===== config.mk =====
export PLATFORM = sky130hd
export DESIGN_NAME = multicycle_controller
export DESIGN_NICKNAME = d
export VERILOG_FILES = /design/src/rtl/riscv_ctrl_pkg.sv /design/src/rtl/imm_src_decode.sv /design/src/rtl/multicycle_controller.sv
export SDC_FILE = /design/constraint.sdc
export NUM_CORES = 1
export LEC_CHECK = 0
export ABC_AREA = 1
export CORE_AREA = 2 2 42 44
export DETAILED_ROUTE_END_ITERATION = 16
export DIE_AREA = 0 0 44 46
export PLACE_DENSITY = 0.85
export SYNTH_ARGS = -nofsm -noshare
export SYNTH_HDL_FRONTEND = slang
export SYNTH_SLANG_ARGS = --single-unit

===== constraint.sdc =====
create_clock -name clk -period 1.2 [get_ports clk]
set_input_delay 0.12 -clock clk [delete_from_list [all_inputs] [get_ports clk]]
set_output_delay 0.12 -clock clk [all_outputs]
set_load 0.01 [all_outputs]

===== src/rtl/riscv_ctrl_pkg.sv =====
// Shared control encodings for the RV32I multicycle controller and single-cycle path.
// Latency: n/a (constants, types and a pure helper function only).
// Backpressure: n/a.
//
// Contents: FSM state codes, opcode constants, datapath select encodings,
// and a helper that reports whether an opcode is handled by the core.
package riscv_ctrl_pkg;

   // FSM state codes (kept as plain 4-bit constants for legacy tooling)
   typedef logic [3:0] state_t;
   localparam state_t S_FETCH    = 4'd0;
   localparam state_t S_DECODE   = 4'd1;
   localparam state_t S_MEMADR   = 4'd2;
   localparam state_t S_MEMREAD  = 4'd3;
   localparam state_t S_MEMWB    = 4'd4;
   localparam state_t S_MEMWRITE = 4'd5;
   localparam state_t S_EXECUTER = 4'd6;
   localparam state_t S_EXECUTEI = 4'd7;
   localparam state_t S_ALUWB    = 4'd8;
   localparam state_t S_BEQ      = 4'd9;
   localparam state_t S_JAL      = 4'd10;

   // Opcodes (instr[6:0])
   localparam logic [6:0] OP_LOAD   = 7'b0000011;
   localparam logic [6:0] OP_STORE  = 7'b0100011;
   localparam logic [6:0] OP_RTYPE  = 7'b0110011;
   localparam logic [6:0] OP_ITYPE  = 7'b0010011;
   localparam logic [6:0] OP_BRANCH = 7'b1100011;
   localparam logic [6:0] OP_JAL    = 7'b1101111;

   // ALU operand A select
   localparam logic [1:0] SRCA_PC    = 2'b00;
   localparam logic [1:0] SRCA_OLDPC = 2'b01;
   localparam logic [1:0] SRCA_RS1   = 2'b10;

   // ALU operand B select
   localparam logic [1:0] SRCB_RS2  = 2'b00;
   localparam logic [1:0] SRCB_IMM  = 2'b01;
   localparam logic [1:0] SRCB_FOUR = 2'b10;

   // Result bus select
   localparam logic [1:0] RES_ALUOUT    = 2'b00;
   localparam logic [1:0] RES_DATA      = 2'b01;
   localparam logic [1:0] RES_ALURESULT = 2'b10;

   // ALU decoder opcode class
   localparam logic [1:0] ALUOP_ADD   = 2'b00;
   localparam logic [1:0] ALUOP_SUB   = 2'b01;
   localparam logic [1:0] ALUOP_FUNCT = 2'b10;

   // Immediate extender format
   localparam logic [1:0] IMM_I = 2'b00;
   localparam logic [1:0] IMM_S = 2'b01;
   localparam logic [1:0] IMM_B = 2'b10;
   localparam logic [1:0] IMM_J = 2'b11;

   function automatic logic op_supported(input logic [6:0] op);
      return (op == OP_LOAD)  || (op == OP_STORE)  || (op == OP_RTYPE) ||
             (op == OP_ITYPE) || (op == OP_BRANCH) || (op == OP_JAL);
   endfunction

endpackage


===== src/rtl/imm_src_decode.sv =====
// Immediate-format decode from opcode, shared by the single- and multicycle cores.
// Latency: purely combinational, zero cycles.
// Backpressure: none.
//
// Ports: op (instr[6:0]) in; ImmSrc (I=00, S=01, B=10, J=11) out.
module imm_src_decode
   import riscv_ctrl_pkg::*;
(
   input  logic [6:0] op,
   output logic [1:0] ImmSrc
);

   always_comb begin
      case (op)
         OP_STORE:  ImmSrc = IMM_S;
         OP_BRANCH: ImmSrc = IMM_B;
         OP_JAL:    ImmSrc = IMM_J;
         default:   ImmSrc = IMM_I;
      endcase
   end

endmodule


===== src/rtl/multicycle_controller.sv =====
// Control FSM for the multicycle RV32I core: sequences shared ALU, unified memory and regfile.
// Latency: lw 5, sw/R/I/jal 4, beq 3 cycles; +1 per memory wait cycle.
// Backpressure: FETCH/MEMREAD/MEMWRITE hold with outputs stable until mem_ready.
//
// Ports: clk, rst (sync, active high); op, zero, mem_ready in;
// mem_req, MemWrite, AdrSrc, IRWrite, PCWrite, RegWrite, ALUSrcA, ALUSrcB,
// ResultSrc, ALUOp, ImmSrc, retire, illegal_op out. All outputs are 0 while rst=1.
module multicycle_controller
   import riscv_ctrl_pkg::*;
#(
   parameter state_t RESET_STATE = S_FETCH
)(
   input  logic       clk,
   input  logic       rst,
   input  logic [6:0] op,
   input  logic       zero,
   input  logic       mem_ready,
   output logic       mem_req,
   output logic       MemWrite,
   output logic       AdrSrc,
   output logic       IRWrite,
   output logic       PCWrite,
   output logic       RegWrite,
   output logic [1:0] ALUSrcA,
   output logic [1:0] ALUSrcB,
   output logic [1:0] ResultSrc,
   output logic [1:0] ALUOp,
   output logic [1:0] ImmSrc,
   output logic       retire,
   output logic       illegal_op
);

   state_t     state, next_state;

   logic       mem_req_c, mem_write_c, adr_src_c, ir_write_c, reg_write_c;
   logic       pc_update_c, branch_c, retire_c, illegal_c;
   logic [1:0] src_a_c, src_b_c, result_src_c, alu_op_c;
   logic [1:0] imm_src_c;

   imm_src_decode u_imm_src_decode (
      .op     (op),
      .ImmSrc (imm_src_c)
   );

   always_ff @(posedge clk) begin
      if (rst)
         state <= RESET_STATE;
      else
         state <= next_state;
   end

   always_comb begin
      next_state   = state;
      mem_req_c    = 1'b0;
      mem_write_c  = 1'b0;
      adr_src_c    = 1'b0;
      ir_write_c   = 1'b0;
      reg_write_c  = 1'b0;
      pc_update_c  = 1'b0;
      branch_c     = 1'b0;
      retire_c     = 1'b0;
      illegal_c    = 1'b0;
      src_a_c      = SRCA_PC;
      src_b_c      = SRCB_RS2;
      result_src_c = RES_ALUOUT;
      alu_op_c     = ALUOP_ADD;

      case (state)
         S_FETCH: begin
            mem_req_c    = 1'b1;
            src_b_c      = SRCB_FOUR;
            result_src_c = RES_ALURESULT;
            // PC+4 and the instruction are only captured once memory delivers
            if (mem_ready) begin
               ir_write_c  = 1'b1;
               pc_update_c = 1'b1;
               next_state  = S_DECODE;
            end
         end
         S_DECODE: begin
            // ALU computes OldPC+imm here so the branch/jump target is ready in ALUOut
            src_a_c = SRCA_OLDPC;
            src_b_c = SRCB_IMM;
            case (op)
               OP_LOAD, OP_STORE: next_state = S_MEMADR;
               OP_RTYPE:          next_state = S_EXECUTER;
               OP_ITYPE:          next_state = S_EXECUTEI;
               OP_BRANCH:         next_state = S_BEQ;
               OP_JAL:            next_state = S_JAL;
               default: begin
                  illegal_c  = 1'b1;
                  next_state = S_FETCH;
               end
            endcase
         end
         S_MEMADR: begin
            src_a_c    = SRCA_RS1;
            src_b_c    = SRCB_IMM;
            next_state = (op == OP_LOAD) ? S_MEMREAD : S_MEMWRITE;
         end
         S_MEMREAD: begin
            mem_req_c = 1'b1;
            adr_src_c = 1'b1;
            if (mem_ready)
               next_state = S_MEMWB;
         end
         S_MEMWB: begin
            result_src_c = RES_DATA;
            reg_write_c  = 1'b1;
            retire_c     = 1'b1;
            next_state   = S_FETCH;
         end
         S_MEMWRITE: begin
            mem_req_c   = 1'b1;
            mem_write_c = 1'b1;
            adr_src_c   = 1'b1;
            if (mem_ready) begin
               retire_c   = 1'b1;
               next_state = S_FETCH;
            end
         end
         S_EXECUTER: begin
            src_a_c    = SRCA_RS1;
            src_b_c    = SRCB_RS2;
            alu_op_c   = ALUOP_FUNCT;
            next_state = S_ALUWB;
         end
         S_EXECUTEI: begin
            src_a_c    = SRCA_RS1;
            src_b_c    = SRCB_IMM;
            alu_op_c   = ALUOP_FUNCT;
            next_state = S_ALUWB;
         end
         S_ALUWB: begin
            reg_write_c = 1'b1;
            retire_c    = 1'b1;
            next_state  = S_FETCH;
         end
         S_BEQ: begin
            src_a_c    = SRCA_RS1;
            src_b_c    = SRCB_RS2;
            alu_op_c   = ALUOP_SUB;
            branch_c   = 1'b1;
            retire_c   = 1'b1;
            next_state = S_FETCH;
         end
         S_JAL: begin
            // ALU forms OldPC+4 for the link write in ALUWB; PC takes the target from ALUOut
            src_a_c     = SRCA_OLDPC;
            src_b_c     = SRCB_FOUR;
            pc_update_c = 1'b1;
            next_state  = S_ALUWB;
         end
         default: begin
            next_state = S_FETCH;
         end
      endcase
   end

   // Reset blanks every output combinationally so nothing escapes during the reset cycles
   always_comb begin
      mem_req    = mem_req_c   & ~rst;
      MemWrite   = mem_write_c & ~rst;
      AdrSrc     = adr_src_c   & ~rst;
      IRWrite    = ir_write_c  & ~rst;
      PCWrite    = (pc_update_c | (branch_c & zero)) & ~rst;
      RegWrite   = reg_write_c & ~rst;
      retire     = retire_c    & ~rst;
      illegal_op = illegal_c   & ~rst;
      ALUSrcA    = rst ? 2'b00 : src_a_c;
      ALUSrcB    = rst ? 2'b00 : src_b_c;
      ResultSrc  = rst ? 2'b00 : result_src_c;
      ALUOp      = rst ? 2'b00 : alu_op_c;
      ImmSrc     = rst ? 2'b00 : imm_src_c;
   end

endmodule


* Word level (Yosys, flattened, before mapping)
Index checks and enable logic that the tools add are counted.
** Word-level totals
- Register bits after elaboration :: 4
- Input bits :: 11
** Operators by class
- Reduce and logical (&&, ||, !) cells :: 14
- Bitwise gates (word level) :: 11
- Mux-type cells :: 27
- Eq/ne operators :: 19
** Operators with widths (number)
- case mux 4 bit (6 select lines) :: 1
- case mux 4 bit (5 select lines) :: 1
- == test 4 x 3 -> 1 bit, second input constant :: 4
- case mux 2 bit (2 select lines) :: 4
- == test 7 x 6 -> 1 bit, second input constant :: 2
- == test 7 bit, second input constant :: 2
- == test 4 bit, second input constant :: 3
- 2-to-1 mux 4 bit :: 3
- OR reduction 2 bit :: 6
- OR reduction 3 bit :: 4
- 2-to-1 mux 2 bit :: 5
- bitwise AND 1 bit :: 9
- 2-to-1 mux 1 bit :: 9
- == test 4 x 2 -> 1 bit, second input constant :: 2
- == test 7 x 2 -> 1 bit, second input constant :: 1
- == test 7 x 5 -> 1 bit, second input constant :: 1
- != test 2 bit, second input constant :: 3
- case mux 2 bit (3 select lines) :: 1
- OR reduction 6 bit :: 1
- == test 4 x 1 -> 1 bit, second input constant :: 1
- logical NOT 4 bit :: 1
- case mux 1 bit (2 select lines) :: 2
- OR reduction 4 bit :: 1
- 2-to-1 mux 3 bit :: 1
- 3 further kinds :: 3

* Logic depth before layout (Yosys ltp)
- Depth in word-level cells :: 5
- Gate-level depth with buffers :: 9

* Cells and area by module
A second synthesis with hierarchy kept.
** Unflattened totals
- Cells, all modules :: 132
- Area, all modules :: 673.1 sq um
** By module, submodules not included
- multicycle_controller :: seq. area each 80.1 sq um, times used 1, area an instance 604.3 sq um, cells an instance 115
- imm_src_decode :: seq. area each 0.0 sq um, times used 1, area an instance 68.8 sq um, cells an instance 17

* Worst setup path after synthesis
OpenSTA, ideal clock, no wires.
- Path type :: flip-flop to output port
- Start :: register state[3]
- End :: output port illegal_op
- Path buffers :: 0
- Required time :: 1.080 ns
- Data arrival time :: 1.072 ns
- Cell stages (with the launch flop) :: 6
- Setup slack :: 0.008 ns
- Cell sequence :: dfxtp_1 -> inv_1 -> nand2_1 -> nor2_4 -> inv_1 -> nor4_2
** Between the ends
- Longest elaborated chain between the ends :: 3
** Ends and longest elaborated chain
- start, declared :: RTL line multicycle_controller.sv:33 : state_t state, next_state;
- start signal, assigned :: RTL line multicycle_controller.sv:49 : state <= next_state;
- == test 4 x 1 -> 1 bit :: RTL line multicycle_controller.sv:68 : case (state)
- 2-to-1 mux 1 bit :: RTL line multicycle_controller.sv:68
- bitwise AND 1 bit :: RTL line multicycle_controller.sv:169 : illegal_op = illegal_c & ~rst;
- end, declared :: RTL line multicycle_controller.sv:30 : output logic illegal_op
No other way between the ends.

* Final worst setup path
- Start :: register state[1]
- End :: output port PCWrite
** Between the ends
- Longest elaborated chain between the ends :: 5
- Elaborated cells on any way between the ends :: 8
** Ends and longest elaborated chain
- == test 4 bit :: RTL line multicycle_controller.sv:68
- 2-to-1 mux 1 bit :: RTL line multicycle_controller.sv:68
- bitwise AND 1 bit :: RTL line multicycle_controller.sv:166 : PCWrite = (pc_update_c | (branch_c & zero)) & ~rst;
- OR 1 bit * :: RTL line multicycle_controller.sv:166
- bitwise AND 1 bit * :: RTL line multicycle_controller.sv:166
- end, declared :: RTL line multicycle_controller.sv:22 : output logic PCWrite,
Mark *: on every way between the ends. The rest lies on a longest branch, timed or not.

==> results.cfg <==
[run_status]
status = finished, violations left
violations = negative setup slack

[power_and_ir_drop]
pwr-share-comb_pct = 51.2
swShare_pct = 40.0
powerDensity_mw_per_mm2 = 480
p_seq_share_pct = 21.7
clkPwrFrac_pct = 27.1
p_leak_nw = 0.746
p_int_uw = 407
ir_drop_v = 0.000392
power.switching_uw = 272

[logic_synthesis]
synth_area_um2 = 566
ys_ff_latch = 4
ys_types = 24
syn_inst = 104
yosys-top-cells-area = nand2_1, dfxtp_1, inv_1
ys_seq_area_share_pct = 14.2
postSynthAreaPerCell_um2 = 5.44
synth_largest_area_cell = nand2_1
yosysWarnings = 0
syn_nets = 115
synth_top_area_share_pct = 16.6

[timing]
worst_slew_pin_slew_ns = 0.246
period_needed_ns = 1.59
rsz0062_at_grt = yes
setup_viol = 21
relSlewSlack_pct = 83.4
worst_slack_ns = -0.392
clock-skew-final_ns = 0.0114
final_hold_viol_count = 0
fmax_ghz = 0.628
fin_crit_sh_pct = 133
slew_violations = 0

[layout]
finalNetCount = 192
fin_util_pct = 87.7
largest_register_ffs = 4
design_area_mm2 = 0.00142
drive_gt1_share_pct = 70.4
top_regs = state (4)
antenna_cells = 0
largest-register = state
most-common-layout-cells = buf_4, buf_2, nand2_1
area_delta_synth_final_pct = 150
final_common_cell = buf_4

[critical_path]
start_kind = flip-flop
reg2reg_depth = 8
crit_type = reg -> out
cp.arrival_ns = 1.47
crit_fanout = 5
r2r-end = state[0]
slowest_delay_ns = 0.38
r2r-start = state[3]
timing.critical_path.cells = inv_4 -> nand2_8 -> nor2_1 -> nand2_1 -> a31oi_1 -> buf_2
required_ns = 1.08
cp_slowest_cell = dfxtp_4
reg2reg_slack_ns = -0.22
worst_setup_path_end_kind = output port

[cts]
clock_latency_ns = 0.25
htreeDepth = 1
ctsRootBufferMaster = clkbuf_4
cts.path.max_buffers = 2
clock_sinks = 4
clkTransAtPathRegs_ns = 0.05
tritoncts = done
hold_buffers = 0
numCtsBuffers = 3

[grt]
grt_pass1_vias = 969
overflow = 0
grt_first_pass_wirelength_mm = 4.28
antenna_found_initial = 0
grt_usage_pct = 28.8
grt_start_max_net_pins = 13

[min_path]
hold-path-cell-count = 3
worstHoldEndpoint = state[3]
min_path_type = in -> reg
min_from = rst

[die]
die_width_um = 44
die-area_mm2 = 0.00202
ioPinCount = 29
rows = 15
dieHeight_um = 46
start_util_pct = 35.0
core_mm2 = 0.00161

[detailed_routing]
vias = 1113
drtIter0Drc = 53
drtPass1Iterations = 5
drt-total-wl_mm = 3.70
final_antenna_net_count = 0
via_per_inst = 5.68
drc_errors = 0
wl_per_cell_um = 18.9

[placement]
dp_hpwl_mm = 1.56
io_buffers = 28
gp_congestion = 0.876
placed_area_mm2 = 0.00106

[run]
maxCapViolations = 0
logic make-up (layout without fill, tap and decap cells):
logic type / Yosys count / in the layout / share of synthesized area (%)
and+or+nand+nor: 65 / 65 / 55.8
buffers and inverters: 21 / 96 / 14.2
AOI/OAI and AO/OA: 14 / 14 / 15.9
DFF: 4 / 4 / 14.2
per-layer routing:
| layer | global-route usage (%) | routed length (um) |
|---|---|---|
| met1 | 31.4 | 1310 |
| met2 | 53.2 | 1940 |
| met3 | 3.17 | 242 |
| met4 | 17.0 | 208 |
| met5 | 0 | 0 |
cells in the mapped netlist:
| library cell | n |
|---|---|
| clkbuf_1 | 1 |
| dfxtp_1 | 4 |
| nor4_2 | 1 |
| buf_2 | 1 |
| nand4_1 | 3 |
| a211oi_1 | 1 |
| o31ai_1 | 2 |
| inv_2 | 5 |
| nand2_4 | 1 |
| a31oi_1 | 1 |
| o21ai_0 | 1 |
| inv_1 | 14 |
| nand3_1 | 10 |
| nand2_1 | 25 |
| nor2_4 | 1 |
| o22ai_1 | 1 |
| a21oi_2 | 2 |
| o21a_1 | 1 |
| nor2_2 | 3 |
| nand2_2 | 1 |
| nor2_1 | 14 |
| a21oi_1 | 5 |
| nor3_1 | 4 |
| nand3_2 | 2 |
power by group through the flow:
stage / clock [mW] / combinational, mW / sequential [mW]
CTS: 0.179 / 0.282 / 0.143
global route: 0.193 / 0.364 / 0.147
floorplan: 0 / 0.114 / 0.147
detailed placement: 0 / 0.268 / 0.147
finish: 0.184 / 0.347 / 0.147
global placement: 0 / 0.261 / 0.147
worst max-delay path, delay by kind of cell (launching register included):
| kind | cells | cell delay [ns] |
|---|---|---|
| flops | 1 | 0.38 |
| simple gates | 3 | 0.42 |
| buf+inv | 2 | 0.26 |
| compound gates | 1 | 0.17 |
repair_timing:
item | in CTS | in global routing
endpoints found under the setup margin | 21 | 22
gates resized for setup | 130 | 35
hold endpoints to repair | 0 | 0
setup buffers | 12 | 7
pin swaps | 21 | 17
cloned | 0 | 1
how the worst max path moves through the flow:
stage                        start         end  slack [ns]  cells past startpoint
after floorplan           state[3]  illegal_op       0.008                      5
after global placement       op[0]   ImmSrc[0]       -0.58                      8
after detailed placement     op[2]   ImmSrc[0]       -0.69                      7
after CTS                 state[3]     mem_req       -0.19                      7
after global routing      state[1]  ALUSrcB[0]       -0.65                      6
final                     state[1]     PCWrite       -0.39                      6
metrics by stage:
stage               instances  setup WS [ns]  hold slack [ns]  setup TNS [ns]  power (mW)
floorplan                 104        0.00831            0.356               0       0.260
global placement          174         -0.578            0.566           -8.46       0.408
detailed placement        174         -0.688            0.578           -9.03       0.414
CTS                       188         -0.195            0.533           -2.41       0.604
global route              196         -0.649            0.285           -5.20       0.704
finish                    196         -0.392            0.304           -4.08       0.679
layout make-up:
type,count,area (um^2)
repair buffers,74,584
inverters,19,86.3
well taps,17,21.3
flip-flops and latches,4,95.1
clock buffers,3,22.5
multi-input cells,79,606
fillers,79,199
Power figures use the tool's default switching activity.
